`config.mk`:
```
export PLATFORM = sky130hd
export DESIGN_NAME = fetch_unit_flat
export DESIGN_NICKNAME = d
export VERILOG_FILES = /design/src/rtl/fetch_unit_if.sv /design/src/rtl/fetch_unit.sv /design/src/flat_wrapper.sv
export SDC_FILE = /design/constraint.sdc
export NUM_CORES = 1
export LEC_CHECK = 0
export BUFFER_PORTS_ARGS = -buffer_cell sky130_fd_sc_hd__buf_2
export CAP_MARGIN = 10
export CORE_ASPECT_RATIO = 0.5
export CORE_UTILIZATION = 46
export CTS_CLUSTER_SIZE = 40
export DETAILED_ROUTE_END_ITERATION = 8
export MAX_ROUTING_LAYER = met4
export PLACE_DENSITY_LB_ADDON = 0.12
export SETUP_SLACK_MARGIN = 0.05
export SYNTH_ARGS = -nofsm -noshare
export SYNTH_HDL_FRONTEND = slang
export SYNTH_SLANG_ARGS = --single-unit
```
`constraint.sdc`:
```
create_clock -name clk -period 1.8 [get_ports clk]
set_clock_uncertainty 0.05 [all_clocks]
set_input_delay 0.18 -clock clk [delete_from_list [all_inputs] [get_ports clk]]
set_output_delay 0.18 -clock clk [all_outputs]
set_load 0.02 [all_outputs]
```
`src/rtl/fetch_unit_if.sv`:
```
// fetch_unit_if: start/redirect control, instruction-memory port and decode-side handshake of the fetch stage
// Signals: start, redirect_valid, redirect_pc  control into fetch
//          mem_adr, mem_rdata                  instruction memory address and returned word
//          out_valid, out_ready, out_instr, out_pc, out_exc  fetch buffer head towards decode
// master: the fetch unit; slave: the surrounding core, memory and decode
interface fetch_unit_if #(
  parameter int XLEN = 32
);
  logic            start;
  logic            redirect_valid;
  logic [XLEN-1:0] redirect_pc;
  logic [XLEN-1:0] mem_adr;
  logic [XLEN-1:0] mem_rdata;
  logic            out_valid;
  logic            out_ready;
  logic [XLEN-1:0] out_instr;
  logic [XLEN-1:0] out_pc;
  logic            out_exc;
  modport master (
    input  start, redirect_valid, redirect_pc, mem_rdata, out_ready,
    output mem_adr, out_valid, out_instr, out_pc, out_exc
  );
  modport slave (
    output start, redirect_valid, redirect_pc, mem_rdata, out_ready,
    input  mem_adr, out_valid, out_instr, out_pc, out_exc
  );
endinterface

```
`src/rtl/fetch_unit.sv`:
```
// fetch_unit: program counter, instruction-memory address and in-order fetch buffer feeding decode
// Ports: clk            clock, all state on the rising edge
//        rst_n          synchronous active-low reset
//        bus (master)   start, redirect_valid/redirect_pc, mem_adr/mem_rdata,
//                       out_valid/out_ready/out_instr/out_pc/out_exc
// Optional: FETCH_MISALIGN_EXC_EN makes a misaligned redirect queue an exception entry and halt fetch;
//           without it the redirect target is forced word-aligned.
module fetch_unit #(
  parameter int              XLEN     = 32,
  parameter int              DEPTH    = 2,
  parameter logic [XLEN-1:0] RESET_PC = '0
) (
  input logic          clk,
  input logic          rst_n,
  fetch_unit_if.master bus
);
  localparam int PW = $clog2(DEPTH);
  localparam int CW = PW + 1;
  typedef enum logic [1:0] {IDLE, RUN, HALT} state_t;
  typedef struct packed {
    logic [XLEN-1:0] instr;
    logic [XLEN-1:0] pc;
    logic            exc;
  } entry_t;
  state_t          state_q, state_d;
  logic [XLEN-1:0] pc_q, pc_d;
  logic [PW-1:0]   rd_q, rd_d, wr_q, wr_d;
  logic [CW-1:0]   cnt_q, cnt_d;
  entry_t          buf_q [DEPTH];
  entry_t          buf_d [DEPTH];
  logic            pop, fill, misal;
  assign pop  = bus.out_valid & bus.out_ready;
  // a full buffer may still accept a fill when its head leaves in the same cycle
  assign fill = (state_q == RUN) & ~bus.redirect_valid & ((cnt_q < CW'(DEPTH)) | pop);
`ifdef FETCH_MISALIGN_EXC_EN
  assign misal = bus.redirect_valid & (|bus.redirect_pc[1:0]);
`else
  assign misal = 1'b0;
`endif
  assign bus.mem_adr   = pc_q;
  assign bus.out_valid = cnt_q != '0;
  assign bus.out_instr = buf_q[rd_q].instr;
  assign bus.out_pc    = buf_q[rd_q].pc;
  // exc is only ever written as 1 by a misaligned redirect, so without the macro this stays 0
  assign bus.out_exc   = buf_q[rd_q].exc;
  always_comb begin
    state_d = state_q;
    pc_d    = pc_q;
    rd_d    = rd_q;
    wr_d    = wr_q;
    cnt_d   = cnt_q;
    buf_d   = buf_q;
    if (bus.redirect_valid) begin
      // a concurrent pop still completes; everything else in the buffer is discarded
      rd_d    = '0;
      wr_d    = misal ? PW'(1) : '0;
      cnt_d   = misal ? CW'(1) : '0;
      pc_d    = misal ? bus.redirect_pc : bus.redirect_pc & ~XLEN'(3);
      state_d = misal ? HALT : RUN;
      if (misal) buf_d[0] = '{instr: '0, pc: bus.redirect_pc, exc: 1'b1};
    end else begin
      state_d = (state_q == IDLE && bus.start) ? RUN : state_q;
      if (fill) buf_d[wr_q] = '{instr: bus.mem_rdata, pc: pc_q, exc: 1'b0};
      wr_d    = fill ? wr_q + PW'(1) : wr_q;
      pc_d    = fill ? pc_q + XLEN'(4) : pc_q;
      rd_d    = pop ? rd_q + PW'(1) : rd_q;
      cnt_d   = cnt_q + CW'(fill) - CW'(pop);
    end
  end
  always_ff @(posedge clk) begin
    if (!rst_n) begin
      state_q <= IDLE;
      pc_q    <= RESET_PC;
      rd_q    <= '0;
      wr_q    <= '0;
      cnt_q   <= '0;
      buf_q   <= '{default: '0};
    end else begin
      state_q <= state_d;
      pc_q    <= pc_d;
      rd_q    <= rd_d;
      wr_q    <= wr_d;
      cnt_q   <= cnt_d;
      buf_q   <= buf_d;
    end
  end
endmodule

```
`src/flat_wrapper.sv`:
```
// flat-port wrapper written by rule: the top's interface ports become plain ports
module fetch_unit_flat 
#(
  parameter int              XLEN     = 32,
  parameter int              DEPTH    = 2,
  parameter logic [XLEN-1:0] RESET_PC = '0
)
  (clk, rst_n, bus_start, bus_redirect_valid, bus_redirect_pc, bus_mem_rdata, bus_out_ready, bus_mem_adr, bus_out_valid, bus_out_instr, bus_out_pc, bus_out_exc);
  fetch_unit_if #(.XLEN(XLEN)) bus_i ();
  input logic clk;
  input logic rst_n;
  input wire logic [$bits(bus_i.start)-1:0] bus_start;
  input wire logic [$bits(bus_i.redirect_valid)-1:0] bus_redirect_valid;
  input wire logic [$bits(bus_i.redirect_pc)-1:0] bus_redirect_pc;
  input wire logic [$bits(bus_i.mem_rdata)-1:0] bus_mem_rdata;
  input wire logic [$bits(bus_i.out_ready)-1:0] bus_out_ready;
  output wire logic [$bits(bus_i.mem_adr)-1:0] bus_mem_adr;
  output wire logic [$bits(bus_i.out_valid)-1:0] bus_out_valid;
  output wire logic [$bits(bus_i.out_instr)-1:0] bus_out_instr;
  output wire logic [$bits(bus_i.out_pc)-1:0] bus_out_pc;
  output wire logic [$bits(bus_i.out_exc)-1:0] bus_out_exc;
  assign bus_i.start = bus_start;
  assign bus_i.redirect_valid = bus_redirect_valid;
  assign bus_i.redirect_pc = bus_redirect_pc;
  assign bus_i.mem_rdata = bus_mem_rdata;
  assign bus_i.out_ready = bus_out_ready;
  assign bus_mem_adr = bus_i.mem_adr;
  assign bus_out_valid = bus_i.out_valid;
  assign bus_out_instr = bus_i.out_instr;
  assign bus_out_pc = bus_i.out_pc;
  assign bus_out_exc = bus_i.out_exc;
  fetch_unit #(.XLEN(XLEN), .DEPTH(DEPTH), .RESET_PC(RESET_PC)) u_core (.clk(clk), .rst_n(rst_n), .bus(bus_i));
endmodule
```
Word-level counts from Yosys, hierarchy flattened --
Index checks and enable logic that the tools add are counted.
Storage, ports and cells: flip-flop bits (word level) 167, latch bits 0, RAM bits 0, bits in read-only memories 0, output and inout bits 98, word-level logic and storage cells 47, memories kept 0
Operators by class: $add $sub $neg 5, multipliers 0, divide/modulo/power cells 0, order comparisons 4, equal/unequal tests 0, shift operators 0, muxes and demuxes 10, bitwise operators 8, reduce and logical (&&, ||, !) cells 8
Operators by type and width (number):
- 65-bit 2-to-1 mux | 4
- 130-bit bitwise mux | 1
- 65-bit demux with 1-bit select | 1
- 32-bit 2-to-1 mux | 2
- 32-bit by 3-bit adder with 32-bit output (second input constant) | 1
- 2-bit nonzero test | 3
- 2-bit greater-or-equal comparator (second input constant) | 2
- 1-bit NOT with 2-bit output | 2
- 1-bit bitwise AND | 3
- 1-bit adder (second input constant) | 2
- 2-bit by 1-bit adder with 2-bit output | 1
- 1-bit logical AND | 2
- 2-bit zero test | 1
- 2-bit by 1-bit < comparator with 1-bit output (second input constant) | 1
- 2-bit < comparator (second input constant) | 1
- 1-bit 2-to-1 mux | 2
- 1-bit NOT | 2
- 2-bit AND reduction | 1
- 2-bit OR reduction | 1
- 2-bit by 1-bit subtractor with 2-bit output | 1
- 1-bit OR | 1

Longest topological paths before layout --
Gate-level depths: netlist of run 1.
word-level depth 6, mapped depth 8, mapped depth without buffers 6

Least setup slack after synthesis of run 1 --
OpenSTA, ideal clock, no wires.
kind register to register, start point reg u_core.cnt_q[1], end point reg u_core.cnt_q[1], setup time 70 ps, arrival time 1641 ps, required time 1680 ps, setup slack 39 ps, cell stages (with the launch flop) 6, path buffers 0, path through dfxtp_1 or2_2 and2_1 ha_1 or3_1 a21oi_1
On the way: cells in the longest elaborated chain, start to end 6, elaborated cells between the ends (all ways) 7, classes of those cells add/sub (2); order compare (1); bitwise (3); reduce/logical (1)
Ends and longest elaborated chain:
- from (decl) | RTL line fetch_unit.sv:28 | logic [CW-1:0] cnt_q, cnt_d;
- from (signal assigned) | RTL line fetch_unit.sv:83 | cnt_q <= cnt_d;
- 2-bit nonzero test (*) | RTL line fetch_unit.sv:41 | assign bus.out_valid = cnt_q != '0;
- via bus_out_valid | RTL line flat_wrapper.sv:18 | output wire logic [$bits(bus_i.out_valid)-1:0] bus_out_valid;
- 1-bit bitwise AND (*) | RTL line fetch_unit.sv:32 | assign pop = bus.out_valid & bus.out_ready;
- via u_core.pop | RTL line fetch_unit.sv:31 | logic pop, fill, misal;
- 1-bit OR | RTL line fetch_unit.sv:34 | assign fill = (state_q == RUN) & ~bus.redirect_valid & ((cnt_q < CW'(DEPTH)) | pop);
- 1-bit bitwise AND | RTL line fetch_unit.sv:34
- 2-bit by 1-bit adder with 2-bit output | RTL line fetch_unit.sv:67 | cnt_d = cnt_q + CW'(fill) - CW'(pop);
- 2-bit by 1-bit subtractor with 2-bit output (*) | RTL line fetch_unit.sv:67
The timed path passes the listed nets; every way through them passes the cells marked *. A chain may end at the register's enable or synchronous reset.

Final worst setup path of run 1 --
start point reg u_core.rd_q, end point out bus_out_pc[17]
On the way: cells in the longest elaborated chain, start to end 4
Ends and longest elaborated chain:
- from (decl) | RTL line fetch_unit.sv:27 | logic [PW-1:0] rd_q, rd_d, wr_q, wr_d;
- from (signal assigned) | RTL line fetch_unit.sv:81 | rd_q <= rd_d;
- 1-bit NOT with 2-bit output (implied by the code) | RTL line fetch_unit.sv:43 | assign bus.out_pc = buf_q[rd_q].pc;
- 65-bit 2-to-1 mux (3 in a row)
- to (decl) | RTL line flat_wrapper.sv:20 | output wire logic [$bits(bus_i.out_pc)-1:0] bus_out_pc;
No other way between the ends. The select of a mux whose other input is x is not followed.

==> results of run 1 <==
==> registers in the layout, indices dropped and copies added (netlist names) <==
| name | cells |
|---|---|
| u_core.wr_q | 1 |
| u_core.state_q | 1 |
| u_core.rd_q | 1 |
| u_core.cnt_q | 2 |
| u_core.bus.mem_adr | 30 |
| u_core.buf_q | 124 |
==> through the flow <==
stage	util (%)	total power, uW	hold slack [ns]
final	63.5	8430	0.0215
after global routing	63.5	8780	0.0302
after CTS	63.2	8490	0.00128
after detailed placement	54.9	4780	0.347
after global placement	54.9	4760	0.354
after floorplan	-	4390	0.248
==> critical path, stage by stage, from the launching register on <==
cell and delay [ns]:
dfxtp_4 0.38, buf_16 0.22, mux2_2 0.37, buf_2 0.16
==> kinds of logic (layout without fill, tap and decap cells) <==
logic type | count (synthesis) | after routing | share of synthesized area (%)
DFF | 159 | 159 | 43.9
and+or+nand+nor | 332 | 332 | 19.9
AOI/OAI and AO/OA | 179 | 179 | 17.0
other | 1 | 5 | 0.0517
buffers and inverters | 68 | 291 | 5.09
xor gates and xnor gates | 31 | 31 | 3.74
muxes | 65 | 65 | 10.0
adders and majority gates | 2 | 2 | 0.345
==> cells in the mapped netlist (all sizes together), types with 4 or more instances <==
cell type / count / area [um^2]
buf: 31 / 229
and2: 9 / 56.3
xnor2: 7 / 61.3
a21boi: 124 / 931
and3: 9 / 57.6
nand3: 12 / 65.1
nand2: 264 / 998
xor2: 24 / 210
mux2: 62 / 698
nor2: 8 / 32.5
nand4: 16 / 106
o211a: 4 / 40.0
o21ai: 29 / 145
a21oi: 21 / 105
nand2b: 4 / 25.0
dfxtp: 159 / 3180
clkbuf: 35 / 133
==> where the power goes <==
group	total [uW]	switching [uW]	internal [uW]
Clock	3600	1440	2150
Sequential	3720	79.4	3640
Combinational	1110	589	523
Total	8430	2110	6320
==> area by class of cell <==
type | count | area share [%]
well taps | 204 | 2.61
repair buffers | 258 | 19.7
inverters | 2 | 0.0767
multi-input cells | 614 | 39.0
flip-flops and latches | 159 | 32.6
clock inverters | 9 | 1.11
clock buffers | 22 | 4.86
==> worst max path at each step <==
stage | depth (start not counted) | start | to | slack (ns)
4_1_cts | 3 | u_core.rd_q | bus_out_pc[30] | -0.02
2_1_floorplan | 6 | u_core.bus.mem_adr[4] | u_core.bus.mem_adr[17] | 0.09
6_report | 3 | u_core.rd_q | bus_out_pc[17] | -0.008
5_1_grt | 3 | u_core.rd_q | bus_out_instr[11] | -0.05
3_3_place_gp | 5 | u_core.cnt_q[1] | u_core.cnt_q[1] | 0.13
3_5_place_dp | 7 | u_core.cnt_q[1] | u_core.buf_q[40] | 0.10
==> cells in the final DEF, fill, tap and decap left out, types with 2 or more instances in the layout <==
cell / instances
a21boi_0: 33
a21boi_1: 91
a21oi_1: 20
and2_1: 9
and3_1: 6
and3_2: 3
and4_1: 2
buf_12: 11
buf_2: 138
buf_4: 42
buf_6: 13
bufinv_16: 2
clkbuf_1: 3
clkbuf_16: 18
clkinv_2: 2
clkinvlp_4: 4
conb_1: 5
dfxtp_1: 158
dlygate4sd3_1: 53
mux2_2: 42
mux2_4: 20
mux2i_1: 3
nand2_1: 263
nand2b_1: 3
nand3_1: 11
nand4_1: 15
nor2_1: 7
o211a_1: 4
o21ai_0: 28
xnor2_1: 7
xor2_1: 24
==> routing by layer <==
layer	vias to the layer above	share of wire, %
li1	3217	-
met1	3021	49
met2	134	47
met3	15	3.9
met4	0	0.94
met5	-	0
==> what timing repair did <==
item                                    CTS  global route
endpoints found under the hold margin    85             0
gates resized for setup                  49            11
endpoints found under the setup margin   62            88
hold buffers                             53             0
pin swaps                                 0             1
==> flow_summary.json, run 1 <==
{
  "synth_seq_cells": 159,
  "drtIter0Drc": 315,
  "area_delta_synth_final_pct": 34.9,
  "placed_cell_area_mm2": 0.00846,
  "fin_setup_tns_ns": -0.0159,
  "reg2regPathDepth": 6,
  "drive_above_1_share_pct": 29.3,
  "overflow": 0,
  "regToRegEndpoint": "u_core.cnt_q[1]",
  "drc": 11,
  "leakage_uw": 0.00406,
  "cts_sinks": 159,
  "cp-start-kind": "flop",
  "dr.pass1.iters": 6,
  "clk_path_buf_depth": 2,
  "worstHoldEndpoint": "u_core.bus.mem_adr[11]",
  "postCtsSetupBuffers": 0,
  "r2r_start": "u_core.cnt_q[1]",
  "min_path_cells": 3,
  "drtAntennaViolNets": 0,
  "start_util_pct": 47.1,
  "dpl.cell_count": 1184,
  "viasPerCell": 5.04,
  "insertion_delay_ns": 0.42,
  "antenna_found_initial": 0,
  "setup_violations": 4,
  "synth_edf_count": 0,
  "crit_arrival_ns": 1.58,
  "synth_flop_cell": "dfxtp_1",
  "crit_type": "flop to output pin",
  "portBuffers": 159,
  "rsz0062_at_grt": "yes",
  "max-cap-violations": 0,
  "seq_area_mm2": 0.00319,
  "use_met1_pct": 31.2,
  "grt_first_pass_wirelength_um": 31600,
  "min-delay-start": "bus_redirect_pc[11]",
  "fillers": 1322,
  "fmax_mhz": 553,
  "critPathMaxFanout": 36,
  "reg2reg_slack_ns": 0.14,
  "netlist-cell-type-count": 41,
  "multi_input_area_mm2": 0.00382,
  "grtUsageMet2_pct": 40.4,
  "clock-root-buffer": "clkbuf_16",
  "grt_pass1_vias": 6381,
  "die_area_mm2": 0.0163,
  "required_ns": 1.57,
  "dr_total_vias": 6387,
  "die_w_um": 180,
  "dieHeight_um": 90.8,
  "num_rows": 32,
  "num_antenna_cells": 0,
  "clk_pin_slew_ns": 0.06,
  "routedWlPerCell_um": 14.6,
  "fin_area_mm2": 0.00978,
  "grt_start_max_net_pins": 82,
  "cts_max_level": 4,
  "synth.cell_area_mm2": 0.00725,
  "grtUsageMet3_pct": 4.72,
  "vdd_ir_drop_max_mv": 0.705,
  "post-route-period-util_pct": 100,
  "ios": 167,
  "p_per_area_mw_per_mm2": 862,
  "worst_slack_ns": -0.00794,
  "grt_most_used_layer": "met2",
  "async_flop_share_pct": 0,
  "run_status": "finished, violations left",
  "dp_slack_ns": 0.101,
  "drv_slew": 0,
  "core-area_mm2": 0.0154,
  "hpwl_um": 11600,
  "crit_path_end_kind": "output pin",
  "yosys_warnings": 0,
  "synth_seq_area_share_pct": 43.9,
  "num-nets-final": 1123,
  "final-hold-violation-count": 0,
  "hold_path_class": "input port to flop",
  "avgSynthCellArea_um2": 8.67,
  "fin_crit_ns": 1.81,
  "cts_buffers": 17,
  "grtUsageTotal_pct": 24.6,
  "cts_tree": "yes",
  "fin_cells": 1268,
  "gp_congestion": 0.724,
  "violations": "design-rule violations, negative setup slack",
  "postRouteWirelength_um": 18500,
  "synth_cells": 837
}
Power figures use the tool's default switching activity.
==> inputs of run 2 (changes only) <==
Settings changed: PLACE_DENSITY from default to 0.73, PLACE_DENSITY_LB_ADDON 0.12 to default.
==> run 2 against run 1 <==
The run still ends with design-rule violations, negative setup slack left; setup slack worse by 0.021 ns; combinational power grew 13%; critical path type unchanged; register-to-register slack lost 0.04 ns; clock power barely moved; cell area increased by 6.1%; first-iteration DRC count rose by 26%.
==> flow_summary.json, run 2 (synthesis gave the netlist of run 1 again) <==
{
  "clock-root-buffer": "clkbuf_16",
  "layout_commonest_cell": "nand2_1",
  "leakage_uw": 0.00425,
  "power_frac_seq_pct": 43.4,
  "run_status": "finished, violations left",
  "drive_above_1_share_pct": 31.0,
  "grt_first_pass_wirelength_um": 31600,
  "hpwl_um": 11800,
  "fin_area_mm2": 0.0104,
  "gp_congestion": 0.775,
  "worst_slack_ns": -0.0293,
  "drtIter0Drc": 397,
  "p_per_area_mw_per_mm2": 827,
  "crit_type": "flop to output pin",
  "cts_max_level": 4,
  "ios": 167,
  "portBuffers": 159,
  "max_stage_delay_ns": 0.39,
  "violations": "design-rule violations, negative setup slack",
  "overflow": 0,
  "drv_slew": 0,
  "grt_start_max_net_pins": 63,
  "rsz0062_at_grt": "yes",
  "intPower_uw": 6320,
  "postRouteWirelength_um": 21800,
  "critPathMaxFanout": 5,
  "vdd_ir_drop_max_mv": 0.717,
  "cts_sinks": 159,
  "die_w_um": 180,
  "placed_cell_area_mm2": 0.00844,
  "viasPerCell": 5.32,
  "largest_register": "u_core.buf_q",
  "drtAntennaViolNets": 0,
  "final_cell_mix": "263 x nand2_1, 157 x dfxtp_1, 101 x buf_2",
  "cts_buffers": 17,
  "post-route-period-util_pct": 102,
  "grtUsageTotal_pct": 24.8,
  "drc": 7,
  "dr_total_vias": 6813,
  "grt_pass1_vias": 6378,
  "cp-start-kind": "flop",
  "dp_slack_ns": 0.0670,
  "setup_violations": 17,
  "num_rows": 32,
  "largest_reg_flops": 124,
  "fmax_mhz": 547,
  "dr.pass1.iters": 7,
  "insertion_delay_ns": 0.43,
  "num-nets-final": 1135,
  "die_area_mm2": 0.0163,
  "power.switching_uw": 2270,
  "num_antenna_cells": 0,
  "dpl.cell_count": 1184,
  "core-area_mm2": 0.0154,
  "fillers": 1171,
  "clk_pin_slew_ns": 0.07,
  "start_util_pct": 47.1,
  "fin_crit_ns": 1.83,
  "crit_path_end_kind": "output pin",
  "dieHeight_um": 90.8,
  "antenna_found_initial": 0,
  "area_delta_synth_final_pct": 43.1,
  "p_sw_share_pct": 26.4,
  "cts_tree": "yes",
  "clk_path_buf_depth": 2,
  "hold_path_class": "input port to flop",
  "critPathTopFamily": "buffers and inverters",
  "power_frac_clock_pct": 42.1,
  "fin_cells": 1281,
  "crit_arrival_ns": 1.60,
  "cpMaxStageDelayCell": "dfxtp_4",
  "combPwrFrac_pct": 14.6,
  "routedWlPerCell_um": 17.0,
  "crit_chain": "buf_12 -> clkbuf_16 -> mux2_4 -> buf_6",
  "max-cap-violations": 0,
  "final-hold-violation-count": 0,
  "required_ns": 1.57,
  "path_buf_inv": 3
}
[run 2: cell types whose count changed in the layout (fill, tap and decap cells not counted), sizes merged]
cell	before	now
clkbuf	22	30
bufinv	2	1
clkinvlp	4	3
clkinv	4	6
buf	205	215
inv	1	2
dlygate4sd3	53	47
[run 2: repair_timing]
item / CTS / global route
pin swaps: 0 / 2
setup endpoints to repair: 60 / 138
resized for setup: 63 / 112
hold buffers: 47 / 0
hold endpoints to repair: 79 / 0
buffers inserted: 1 / 6
gates cloned: 1 / 10
[run 2: worst min-delay path, delay by kind of cell]
| family | cells | cell delay [ns] |
|---|---|---|
| compound gates | 2 | 0.17 |
| buf+inv | 1 | 0.10 |
[run 2: cell type report]
type / count / area [um^2] / share of cell area (%)
Multi-Input combinational cell: 614 / 3930 / 37.8
Tap cell: 204 / 255 / 2.46
Clock inverter: 10 / 105 / 1.01
Inverter: 2 / 7.51 / 0.0723
Sequential cell: 159 / 3190 / 30.7
Timing Repair Buffer: 270 / 2410 / 23.2
Clock buffer: 22 / 484 / 4.67
[run 2: stage by stage]
stage	power, uW	utilization (%)	TNS, ns	hold WS (ns)
after detailed placement	4780	54.7	0	0.357
after global placement	4750	54.7	0	0.354
after global routing	8860	67.3	-1.26	0.00489
after floorplan	4390	-	0	0.248
final	8590	67.3	-0.268	0.0111
after CTS	8470	63.0	-0.168	0.00145
[run 2: final timing paths]
kind / startpoint / end / slack [ns] / cells after the start
max reg2reg: u_core.bus.mem_adr[3] / u_core.bus.mem_adr[28] / 0.10 / 6
min: bus_redirect_pc[27] / u_core.bus.mem_adr[27] / 0.01 / 3
max: u_core.rd_q / bus_out_pc[16] / -0.03 / 4
min reg2reg: u_core.buf_q[37] / u_core.buf_q[37] / 0.40 / 2
[run 2: power by group through the flow]
stage / clock network (uW) / registers, uW / logic (uW)
final: 3610 / 3730 / 1250
after CTS: 3650 / 3720 / 1100
after global routing: 3800 / 3740 / 1330
after global placement: 0 / 3790 / 963
after floorplan: 0 / 3870 / 521
after detailed placement: 0 / 3800 / 982
[run 2: metal layers]
metal | share of wire (%) | GRT usage, %
met1 | 45 | 29.4
met2 | 48 | 43.0
met3 | 5.2 | 4.44
met4 | 1.9 | 7.47
met5 | 0 | -
==> inputs of run 3 (changes only) <==
Settings changed: CAP_MARGIN 10 to 20, CELL_PAD_IN_SITES_DETAIL_PLACEMENT from default to 2, CELL_PAD_IN_SITES_GLOBAL_PLACEMENT from default to 2, CORE_UTILIZATION 46 to 29, PLACE_DENSITY 0.73 to default, PLACE_DENSITY_LB_ADDON from default to 0.1.
==> run 3 against run 2 <==
The run ends with negative setup slack left; count of clock-buffer cells in the layout decreased by 2; hold slack better by 0.015 ns; first-iteration DRC count decreased by 47%; cell count is 9.6% higher; largest power group unchanged; routed wire length rose by 13%; utilization is 26 points lower; register-to-register slack about the same; combinational power decreased by 6%; critical path depth is 1 lower; power decreased by 1.3%; clock power is essentially flat; setup slack better by 0.0015 ns.
==> flow_summary.json, run 3 (synthesis gave the netlist of run 1 again) <==
{
  "area_delta_synth_final_pct": 37.6,
  "antenna_found_initial": 0,
  "hpwl_um": 16100,
  "dr_total_vias": 6647,
  "fin_cells": 1404,
  "hold_path_class": "input port to flop",
  "intPower_uw": 6230,
  "fillers": 2679,
  "overflow": 0,
  "p_total_uw": 8480,
  "drv_slew": 0,
  "dieHeight_um": 114,
  "max_stage_delay_ns": 0.41,
  "die_w_um": 226,
  "rsz0062_at_grt": "yes",
  "start_util_pct": 29.9,
  "crit_arrival_ns": 1.60,
  "cts_max_level": 4,
  "grtUsageTotal_pct": 20.4,
  "dpl.cell_count": 1318,
  "drive_above_1_share_pct": 29.8,
  "fmax_mhz": 547,
  "cts_tree": "yes",
  "p_per_area_mw_per_mm2": 849,
  "combPwrFrac_pct": 13.8,
  "final_cell_mix": "263 x nand2_1, 157 x dfxtp_1, 136 x buf_2",
  "gp_congestion": 0.715,
  "postRouteWirelength_um": 24600,
  "cts_sinks": 159,
  "grt_first_pass_wirelength_um": 39000,
  "clk_path_buf_depth": 2,
  "placed_cell_area_mm2": 0.00864,
  "fin_setup_tns_ns": -0.404,
  "worst_slack_ns": -0.0277,
  "largest_register": "u_core.buf_q",
  "vdd_ir_drop_max_mv": 0.485,
  "drtIter0Drc": 210,
  "num_antenna_cells": 0,
  "crit_path_end": "bus_out_pc[8]",
  "dr.pass1.iters": 4,
  "setup_violations": 39,
  "r2r_start": "u_core.cnt_q[1]",
  "viasPerCell": 4.73,
  "cpMaxStageDelayCell": "dfxtp_4",
  "crit_chain": "buf_12 -> mux2_2 -> buf_4",
  "critPathMaxFanout": 22,
  "post-route-period-util_pct": 102,
  "regToRegEndpoint": "u_core.cnt_q[1]",
  "ios": 167,
  "power_frac_seq_pct": 43.9,
  "reg2reg_slack_ns": 0.11,
  "required_ns": 1.57,
  "cts_buffers": 17,
  "crit_path_end_kind": "output pin",
  "grt_pass1_vias": 7208,
  "routedWlPerCell_um": 17.5,
  "crit_path_start": "u_core.rd_q",
  "power.switching_uw": 2240,
  "clock-root-buffer": "clkbuf_16",
  "num_rows": 40,
  "num-nets-final": 1127,
  "power_frac_clock_pct": 42.3,
  "leakage_uw": 0.00411,
  "core-area_mm2": 0.0243,
  "violations": "negative setup slack",
  "dp_slack_ns": 0.0656,
  "drc": 0,
  "grt_start_max_net_pins": 46,
  "crit_type": "flop to output pin",
  "largest_reg_flops": 124,
  "fin_area_mm2": 0.00998,
  "fin_crit_ns": 1.83,
  "cp-start-kind": "flop",
  "insertion_delay_ns": 0.43,
  "max-cap-violations": 0,
  "final-hold-violation-count": 0,
  "reg2regPathDepth": 6,
  "run_status": "finished, violations left",
  "portBuffers": 159,
  "die_area_mm2": 0.0257,
  "drtAntennaViolNets": 0,
  "p_sw_share_pct": 26.5,
  "clk_pin_slew_ns": 0.07,
  "tightest_slew_ns": 0.501,
  "layout_commonest_cell": "nand2_1",
  "max-slew-margin-rel_pct": 66.6
}
-- run 3: cell types whose count changed in the layout (fill, tap and decap cells not counted), moves of 3 or more --
cell,change
mux2_2,+32
buf_6,-45
mux2_4,-32
clkinv_2,+5
buf_4,+5
buf_2,+35
dlygate4sd3_1,+6
clkbuf_16,-8
clkbuf_8,-3
clkinv_4,-3
-- run 3: what timing repair did --
action                                  CTS  global route
gates resized for setup                  18            43
hold buffers                             53             0
gates cloned                              1             0
hold endpoints to repair                 85             0
setup buffers                             0             1
endpoints found under the setup margin   64           107
pin swaps                                 0             3
-- run 3: power groups by stage --
stage	logic (uW)	registers, uW	clock network [uW]
2_1_floorplan	521	3870	0
3_3_place_gp	1030	3790	0
3_5_place_dp	1050	3800	0
4_1_cts	1160	3720	3700
5_1_grt	1270	3740	3830
6_report	1170	3720	3590
-- run 3: final cells by class --
class                      count  area [um^2]  share of cell area, %
tap                          336          420                   4.21
clock buffer                  20          447                   4.48
sequential                   159         3190                   31.9
multi-input combinational    614         3820                   38.3
timing repair buffer         262         1970                   19.8
inverter                       2         7.51                 0.0752
clock inverter                11          118                   1.18
-- run 3: metal layers --
layer  up-vias  routed length [um]  GRT usage, %
li1       3227                   -             -
met1      3316               11600          24.5
met2        87               12000          34.6
met3        17                 726          4.04
met4         0                 232          5.94
met5         -                   0             -
-- run 3: critical path, delay by kind of cell, from the launching register on --
family   cells  cell delay [ns]
flops        1             0.41
mux          1             0.36
buf+inv      2             0.37
-- run 3: stage by stage --
step           util, %  hold WS [ns]
2_1_floorplan        -         0.248
3_3_place_gp      35.6         0.335
3_5_place_dp      35.6         0.342
4_1_cts           40.4       0.00731
5_1_grt           41.1        0.0335
6_report          41.1        0.0265
-- run 3: worst min-delay path by stage --
stage                        startpoint                     end  slack (ns)  depth (start not counted)
floorplan                     bus_start       u_core.state_q[0]        0.25                          1
global placement              bus_start       u_core.state_q[0]        0.34                          2
detailed placement            bus_start       u_core.state_q[0]        0.34                          2
CTS                 bus_redirect_pc[21]  u_core.bus.mem_adr[21]       0.007                          3
global route        bus_redirect_pc[21]  u_core.bus.mem_adr[21]        0.03                          3
finish               bus_redirect_pc[2]   u_core.bus.mem_adr[2]        0.03                          4
